==> config.mk <==
export PLATFORM = sky130hd
export DESIGN_NAME = ualink_rsp_tx
export DESIGN_NICKNAME = d
export VERILOG_FILES = /design/src/rtl/ualink_pkg.sv /design/src/rtl/ualink_rsp_buf.sv /design/src/rtl/ualink_rsp_tx.sv
export SDC_FILE = /design/constraint.sdc
export NUM_CORES = 1
export LEC_CHECK = 0
export CORE_UTILIZATION = 35
export DETAILED_ROUTE_END_ITERATION = 7
export HOLD_SLACK_MARGIN = 0.03
export PLACE_DENSITY = 0.69
export SLEW_MARGIN = 15
export SYNTH_ARGS = -nofsm -noshare
export SYNTH_HDL_FRONTEND = slang
export SYNTH_SLANG_ARGS = --single-unit
export TNS_END_PERCENT = 30
==> constraint.sdc <==
create_clock -name axi_aclk -period 7.2 [get_ports axi_aclk]
set_input_delay 1.8 -clock axi_aclk [delete_from_list [all_inputs] [get_ports axi_aclk]]
set_output_delay 1.8 -clock axi_aclk [all_outputs]
set_load 0.01 [all_outputs]
==> src/rtl/ualink_pkg.sv <==
`default_nettype none
// ualink_pkg: opcodes, header templates, beat counts and FSM encoding shared by the response path.
// Rev 1.0
package ualink_pkg;

  localparam logic [7:0] OP_REQ_RD   = 8'h01;
  localparam logic [7:0] OP_REQ_WR   = 8'h02;
  localparam logic [7:0] OP_RSP_RD   = 8'h81;
  localparam logic [7:0] OP_RSP_WACK = 8'h82;

  localparam logic [3:0] BEATS_WACK = 4'd6;
  localparam logic [3:0] BEATS_RRSP = 4'd14;
  localparam logic [3:0] FETCH_WORDS = 4'd8;

  localparam int BUF_DEPTH = 8;
  localparam int BUF_IDX_W = 3;

  localparam logic [63:0] HDR_RRSP_2 = 64'hC0A8_0001_0011_4000;
  localparam logic [63:0] HDR_RRSP_3 = 64'hB0B0_0000_C0A8_0002;
  localparam logic [63:0] HDR_RRSP_4 = 64'h0070_0000_1389_1389;
  localparam logic [63:0] HDR_WACK_2 = 64'h2A00_0001_0011_4000;
  localparam logic [63:0] HDR_WACK_3 = 64'hB0B0_0000_2A00_0002;
  localparam logic [63:0] HDR_WACK_4 = 64'h0030_0000_1389_1389;

  typedef enum logic [1:0] {
    ST_IDLE  = 2'd0,
    ST_FETCH = 2'd1,
    ST_HDR   = 2'd2,
    ST_DATA  = 2'd3
  } state_e;

  // Fixed header words 2..4; any other index yields zero.
  function automatic logic [63:0] hdr_template(input logic is_rd, input logic [3:0] idx);
    logic [63:0] w;
    w = '0;
    case (idx)
      4'd2:    w = is_rd ? HDR_RRSP_2 : HDR_WACK_2;
      4'd3:    w = is_rd ? HDR_RRSP_3 : HDR_WACK_3;
      4'd4:    w = is_rd ? HDR_RRSP_4 : HDR_WACK_4;
      default: w = '0;
    endcase
    return w;
  endfunction

endpackage
`default_nettype wire

==> src/rtl/ualink_rsp_buf.sv <==
`default_nettype none
// ualink_rsp_buf: 8x64 register buffer holding the fetched read-response payload.
// Rev 1.0
module ualink_rsp_buf
  import ualink_pkg::*;
(
  input  logic                 clk_i,
  input  logic                 wr_en_i,
  input  logic [BUF_IDX_W-1:0] wr_idx_i,
  input  logic [63:0]          wr_data_i,
  input  logic [BUF_IDX_W-1:0] rd_idx_i,
  output logic [63:0]          rd_data_o
);

  logic [63:0] mem_q [BUF_DEPTH];

  always_ff @(posedge clk_i) begin
    if (wr_en_i) mem_q[wr_idx_i] <= wr_data_i;
  end

  assign rd_data_o = mem_q[rd_idx_i];

endmodule
`default_nettype wire

==> src/rtl/ualink_rsp_tx.sv <==
`default_nettype none
// ualink_rsp_tx: turns write-ack / read-response commands into 6- or 14-beat AXI4-Stream packets.
// Rev 1.0
module ualink_rsp_tx
  import ualink_pkg::*;
#(
  parameter int C_M_AXIS_DATA_WIDTH  = 64,
  parameter int C_M_AXIS_TUSER_WIDTH = 128,
  parameter int MEM_ADDR_WIDTH       = 8
) (
  input  logic                              axi_aclk,
  input  logic                              axi_resetn,
  input  logic                              cmd_valid,
  output logic                              cmd_ready,
  input  logic                              cmd_type,
  input  logic [63:0]                       cmd_key,
  input  logic [47:0]                       cmd_dst_mac,
  input  logic [47:0]                       cmd_src_mac,
  output logic                              mem_rd_en,
  output logic [MEM_ADDR_WIDTH-1:0]         mem_rd_addr,
  input  logic [63:0]                       mem_rd_data,
  output logic [C_M_AXIS_DATA_WIDTH-1:0]    m_axis_tdata,
  output logic [C_M_AXIS_DATA_WIDTH/8-1:0]  m_axis_tstrb,
  output logic [C_M_AXIS_TUSER_WIDTH-1:0]   m_axis_tuser,
  output logic                              m_axis_tvalid,
  input  logic                              m_axis_tready,
  output logic                              m_axis_tlast,
  output logic [31:0]                       pkt_cnt
);

  state_e      state_q, state_d;
  logic [3:0]  beat_q, beat_d;
  logic [3:0]  fcnt_q, fcnt_d;
  logic [31:0] pkt_cnt_q, pkt_cnt_d;
  logic        is_rd_q;
  logic [63:0] key_q;
  logic [47:0] dst_q, src_q;
  logic        cmd_acc;
  logic        buf_we;
  logic [63:0] buf_rd;
  logic [63:0] hdr_word;

  // Fetch counter 1..8 writes slots 0..7; beats 6..13 read slots 0..7.
  ualink_rsp_buf u_buf (
    .clk_i     (axi_aclk),
    .wr_en_i   (buf_we),
    .wr_idx_i  (fcnt_q[2:0] - 3'd1),
    .wr_data_i (mem_rd_data),
    .rd_idx_i  (beat_q[2:0] + 3'd2),
    .rd_data_o (buf_rd)
  );

  always_comb begin
    hdr_word = key_q;
    case (beat_q)
      4'd0:             hdr_word = {src_q[15:0], dst_q};
      4'd1:             hdr_word = {(is_rd_q ? OP_RSP_RD : OP_RSP_WACK), 8'h45, 16'h0008, src_q[47:16]};
      4'd2, 4'd3, 4'd4: hdr_word = hdr_template(is_rd_q, beat_q);
      default:          hdr_word = key_q;
    endcase
  end

  always_comb begin
    state_d       = state_q;
    beat_d        = beat_q;
    fcnt_d        = fcnt_q;
    pkt_cnt_d     = pkt_cnt_q;
    cmd_ready     = 1'b0;
    cmd_acc       = 1'b0;
    mem_rd_en     = 1'b0;
    mem_rd_addr   = '0;
    buf_we        = 1'b0;
    m_axis_tvalid = 1'b0;
    m_axis_tlast  = 1'b0;
    m_axis_tdata  = '0;
    case (state_q)
      ST_IDLE: begin
        cmd_ready = axi_resetn;
        if (cmd_valid && axi_resetn) begin
          cmd_acc = 1'b1;
          beat_d  = '0;
          fcnt_d  = '0;
          state_d = cmd_type ? ST_FETCH : ST_HDR;
        end
      end
      ST_FETCH: begin
        if (fcnt_q < FETCH_WORDS) begin
          mem_rd_en   = 1'b1;
          mem_rd_addr = key_q[MEM_ADDR_WIDTH-1:0] + MEM_ADDR_WIDTH'(fcnt_q);
        end
        buf_we = (fcnt_q != 4'd0);
        fcnt_d = fcnt_q + 4'd1;
        if (fcnt_q == FETCH_WORDS) state_d = ST_HDR;
      end
      ST_HDR: begin
        m_axis_tvalid = 1'b1;
        m_axis_tdata  = hdr_word;
        m_axis_tlast  = (beat_q == BEATS_WACK - 4'd1) && !is_rd_q;
        if (m_axis_tready) begin
          beat_d = beat_q + 4'd1;
          if (beat_q == BEATS_WACK - 4'd1) begin
            if (is_rd_q) begin
              state_d = ST_DATA;
            end else begin
              state_d   = ST_IDLE;
              pkt_cnt_d = pkt_cnt_q + 32'd1;
            end
          end
        end
      end
      ST_DATA: begin
        m_axis_tvalid = 1'b1;
        m_axis_tdata  = buf_rd;
        m_axis_tlast  = (beat_q == BEATS_RRSP - 4'd1);
        if (m_axis_tready) begin
          beat_d = beat_q + 4'd1;
          if (beat_q == BEATS_RRSP - 4'd1) begin
            state_d   = ST_IDLE;
            pkt_cnt_d = pkt_cnt_q + 32'd1;
          end
        end
      end
      default: state_d = ST_IDLE;
    endcase
  end

  always_ff @(posedge axi_aclk or negedge axi_resetn) begin
    if (!axi_resetn) begin
      state_q   <= ST_IDLE;
      beat_q    <= '0;
      fcnt_q    <= '0;
      pkt_cnt_q <= '0;
      is_rd_q   <= 1'b0;
      key_q     <= '0;
      dst_q     <= '0;
      src_q     <= '0;
    end else begin
      state_q   <= state_d;
      beat_q    <= beat_d;
      fcnt_q    <= fcnt_d;
      pkt_cnt_q <= pkt_cnt_d;
      if (cmd_acc) begin
        is_rd_q <= cmd_type;
        key_q   <= cmd_key;
        dst_q   <= cmd_dst_mac;
        src_q   <= cmd_src_mac;
      end
    end
  end

  assign m_axis_tstrb = '1;
  assign m_axis_tuser = '0;
  assign pkt_cnt      = pkt_cnt_q;

endmodule
`default_nettype wire

==> flow_metrics.py <==
metrics = {
    "floorplan": {
        "fp.dieW_microns": 296,
        "core_area_sq_mm": 0.0854,
        "initial_utilization_pct": 35.4,
        "die-height_microns": 296,
        "die_area_sq_mm": 0.0876,
        "floorplan.io_pins": 473,
        "std_cell_rows": 107,
    },
    "timing": {
        "final_hold_viol_count": 0,
        "tightest_slew_ps": 1220,
        "relSlewSlack_pct": 18.8,
        "setup_violation_total_in_the_final_timing_report": 0,
        "finClkSkew_ps": 29.6,
        "finalWorstPathRequiredPeriod_ps": 6680,
        "fin_ws_ps": 517,
        "rsz_0062_raised_after_global_routing": "false",
        "report.final.slew_viol_count": 0,
        "fmaxAchievable_mhz": 150,
        "period_utilization_pct": 92.8,
    },
    "cells_and_area": {
        "fraction_of_final_layout_cells_with_drive_strength_greater_than_1_pct": 12.5,
        "area_growth_syn_to_layout_pct": 22.1,
        "mostFrequentLayoutCells": "sky130_fd_sc_hd__nand2_1 (524), sky130_fd_sc_hd__edfxtp_1 (512), sky130_fd_sc_hd__clkdlybuf4s50_1 (335)",
        "mostFrequentLayoutCell": "sky130_fd_sc_hd__nand2_1",
        "num-nets-final": 2656,
        "fill_cells": 7576,
    },
    "global_routing": {
        "global_route.peak_usage_layer": "met2",
        "met2_routing_resource_usage_after_global_routing_pct": 32.2,
        "grt_use_met1_pct": 28.4,
        "grt.total_usage_pct": 20.8,
        "grt_pass1_vias": 18300,
        "grt_first_pass_wirelength_mm": 130,
        "grt_start_max_net_pins": 98,
        "grt_overflow": 0,
        "global_route_met3_usage_pct": 5.46,
        "grt_antenna_before_repair": 11,
    },
    "detailed_routing": {
        "drt-wirelength-per-cell_microns": 25.3,
        "detailroute.via_count": 18700,
        "viasPerCell": 5.15,
        "drt.antenna.violating_nets": 0,
        "drt_wl_total_mm": 91.8,
        "detailedRoute.firstPassIterationCount": 5,
        "first_iter_violations": 1736,
        "route.detailed.drc": 0,
    },
    "worst_setup_path": {
        "rr_endpoint": "u_buf.mem_q[4][58]",
        "timing.critical_path.from_type": "register",
        "r2r_slack_ps": 3210,
        "timing.critical_path.arrival_ps": 4880,
        "timing.critical_path.fanout_max": 37,
        "critPathKind": "register to primary output",
        "setup.worst_path.end_class": "primary output",
        "beginning_of_the_worst_register_to_register_path": "state_q[0]",
        "cp.required_ps": 5400,
        "ff2ff_path_depth": 5,
    },
    "placed_design": {
        "dpl.hpwl_mm": 62.2,
        "placement.io_buffers": 336,
        "place.gp.congestion": 0.817,
        "pre_cts_slack_ps": 1250,
    },
    "clock_network": {
        "tritoncts": "done",
        "cts.hold.buffers_added": 0,
        "cts.clk_slew.worst_paths_ps": 70,
        "cts_root_buffer": "sky130_fd_sc_hd__clkbuf_16",
        "cts_inserted_buffers": 78,
        "numClockSinks": 715,
        "number_of_cells_upsized_or_downsized_after_cts": 0,
        "post_cts.repair.setup_buffers": 0,
        "clkLatencyLatePin_ps": 650,
        "cts_max_path_buffers": 3,
        "htreeDepth": 3,
    },
    "worst_hold_path": {
        "hold_path_depth": 1,
        "min-delay-start": "pkt_cnt[31]",
        "hp-class": "register to register",
        "hold_path_end": "pkt_cnt[31]",
    },
    "pwr": {
        "irDropWorstVdd_v": 0.000370,
        "leakagePower_nw": 13.9,
        "pwr_density_cell_mw_per_mm2": 399,
        "fin_total_pwr_mw": 14.7,
    },
    "synth": {
        "postSynthCellCount": 2089,
        "postSynth.asyncResetShare_pct": 28.4,
        "mappedNetlistArea_sq_mm": 0.0303,
        "yosysWarningCount": 0,
        "post_synth.cell_area_avg_sq_um": 14.5,
        "ys_seq_area_share_pct": 67.6,
        "ys_types": 63,
        "seq_cells_post_synth": 715,
        "synth_edf_count": 512,
        "synthFlopType": "sky130_fd_sc_hd__edfxtp_1",
    },
    "run": {
        "timing.max_cap.violations": 0,
    },
    "outcome": {
        "outcome": "finished clean",
    },
}
==> power breakdown <==
| part | internal, mW | switching (mW) |
|---|---|---|
| clock | 2.21 | 1.66 |
| combinational | 2.40 | 2.96 |
| sequential | 4.92 | 0.581 |
==> per-stage QoR <==
stage	setup TNS, ps	hold slack, ps	instance area (sq um)	std cells	util, %
5_1_grt	0	488	37000	3623	43.3
4_1_cts	0	469	36900	3620	43.2
3_3_place_gp	0	458	34400	3476	40.3
2_1_floorplan	-83430	440	30800	2223	-
3_5_place_dp	0	457	34400	3476	40.3
6_report	0	465	37000	3624	43.3
==> metal layers <==
layer	vias up	share of wire, %
met2	911	46
met3	131	8.9
met5	-	0.089
met1	9483	42
li1	8117	-
met4	12	3.0
==> worst max-delay path by stage <==
stage / from / to / cells after the start
after global routing: beat_q[1] / m_axis_tdata[0] / 7
final: beat_q[1] / m_axis_tdata[0] / 7
after floorplan: fcnt_q[0] / u_buf.mem_q[3][0] / 4
after global placement: beat_q[1] / m_axis_tdata[0] / 7
after detailed placement: beat_q[1] / m_axis_tdata[0] / 7
after CTS: beat_q[1] / m_axis_tdata[0] / 7
==> cells in the mapped netlist (all sizes together) (12+ instances only) <==
cell type	n	area share [%]
nand3	19	0.31
inv	16	0.20
mux4	124	9.2
a221oi	42	1.2
clkbuf	91	1.1
nand2	526	6.5
nor3	15	0.25
nor4	18	0.59
ha	12	0.50
buf	174	4.0
a21oi	23	0.38
xor2	30	0.87
mux2i	72	2.4
o22ai	34	0.70
o21ai	12	0.20
a22oi	23	0.57
edfxtp	512	51
nor2	32	0.40
dfrtp	203	17
==> final cells by class <==
| class | count | area [sq um] | area share [%] |
|---|---|---|---|
| clock buffers | 97 | 2080 | 5.62 |
| well taps | 1144 | 1430 | 3.87 |
| clock inverters | 47 | 402 | 1.09 |
| flip-flops and latches | 715 | 20500 | 55.4 |
| repair buffers | 376 | 3730 | 10.1 |
| inverters | 17 | 63.8 | 0.173 |
| diodes | 2 | 5.00 | 0.0135 |
| multi-input cells | 1226 | 8790 | 23.8 |
==> flip-flops by register name (all words and copies together), names as in the netlist <==
register / flops
state_q: 2
dst_q: 48
src_q: 48
key_q: 64
is_rd_q: 1
fcnt_q: 4
pkt_cnt: 32
u_buf.mem_q: 512
beat_q: 4
==> worst max-delay path, cell delays in order, from the launching register on <==
cell	delay (ps)
sky130_fd_sc_hd__dfrtp_4	620
sky130_fd_sc_hd__buf_4	520
sky130_fd_sc_hd__ha_1	560
sky130_fd_sc_hd__nor4_4	140
sky130_fd_sc_hd__nor3_2	930
sky130_fd_sc_hd__nor2_1	110
sky130_fd_sc_hd__o32ai_1	680
sky130_fd_sc_hd__clkdlybuf4s50_1	670
==> logic make-up (layout without fill, tap and decap cells) <==
group / Yosys count / in the layout / share of synthesized area, %
buf+inv: 282 / 537 / 5.37
xor+xnor: 38 / 38 / 1.10
flops: 715 / 715 / 67.6
mux: 197 / 197 / 11.6
other cells: 2 / 138 / 0.0248
fa+ha+maj: 13 / 13 / 0.562
compound gates: 186 / 186 / 4.55
simple gates: 656 / 656 / 9.15
Note: power is estimated with default switching activity, not from simulation.
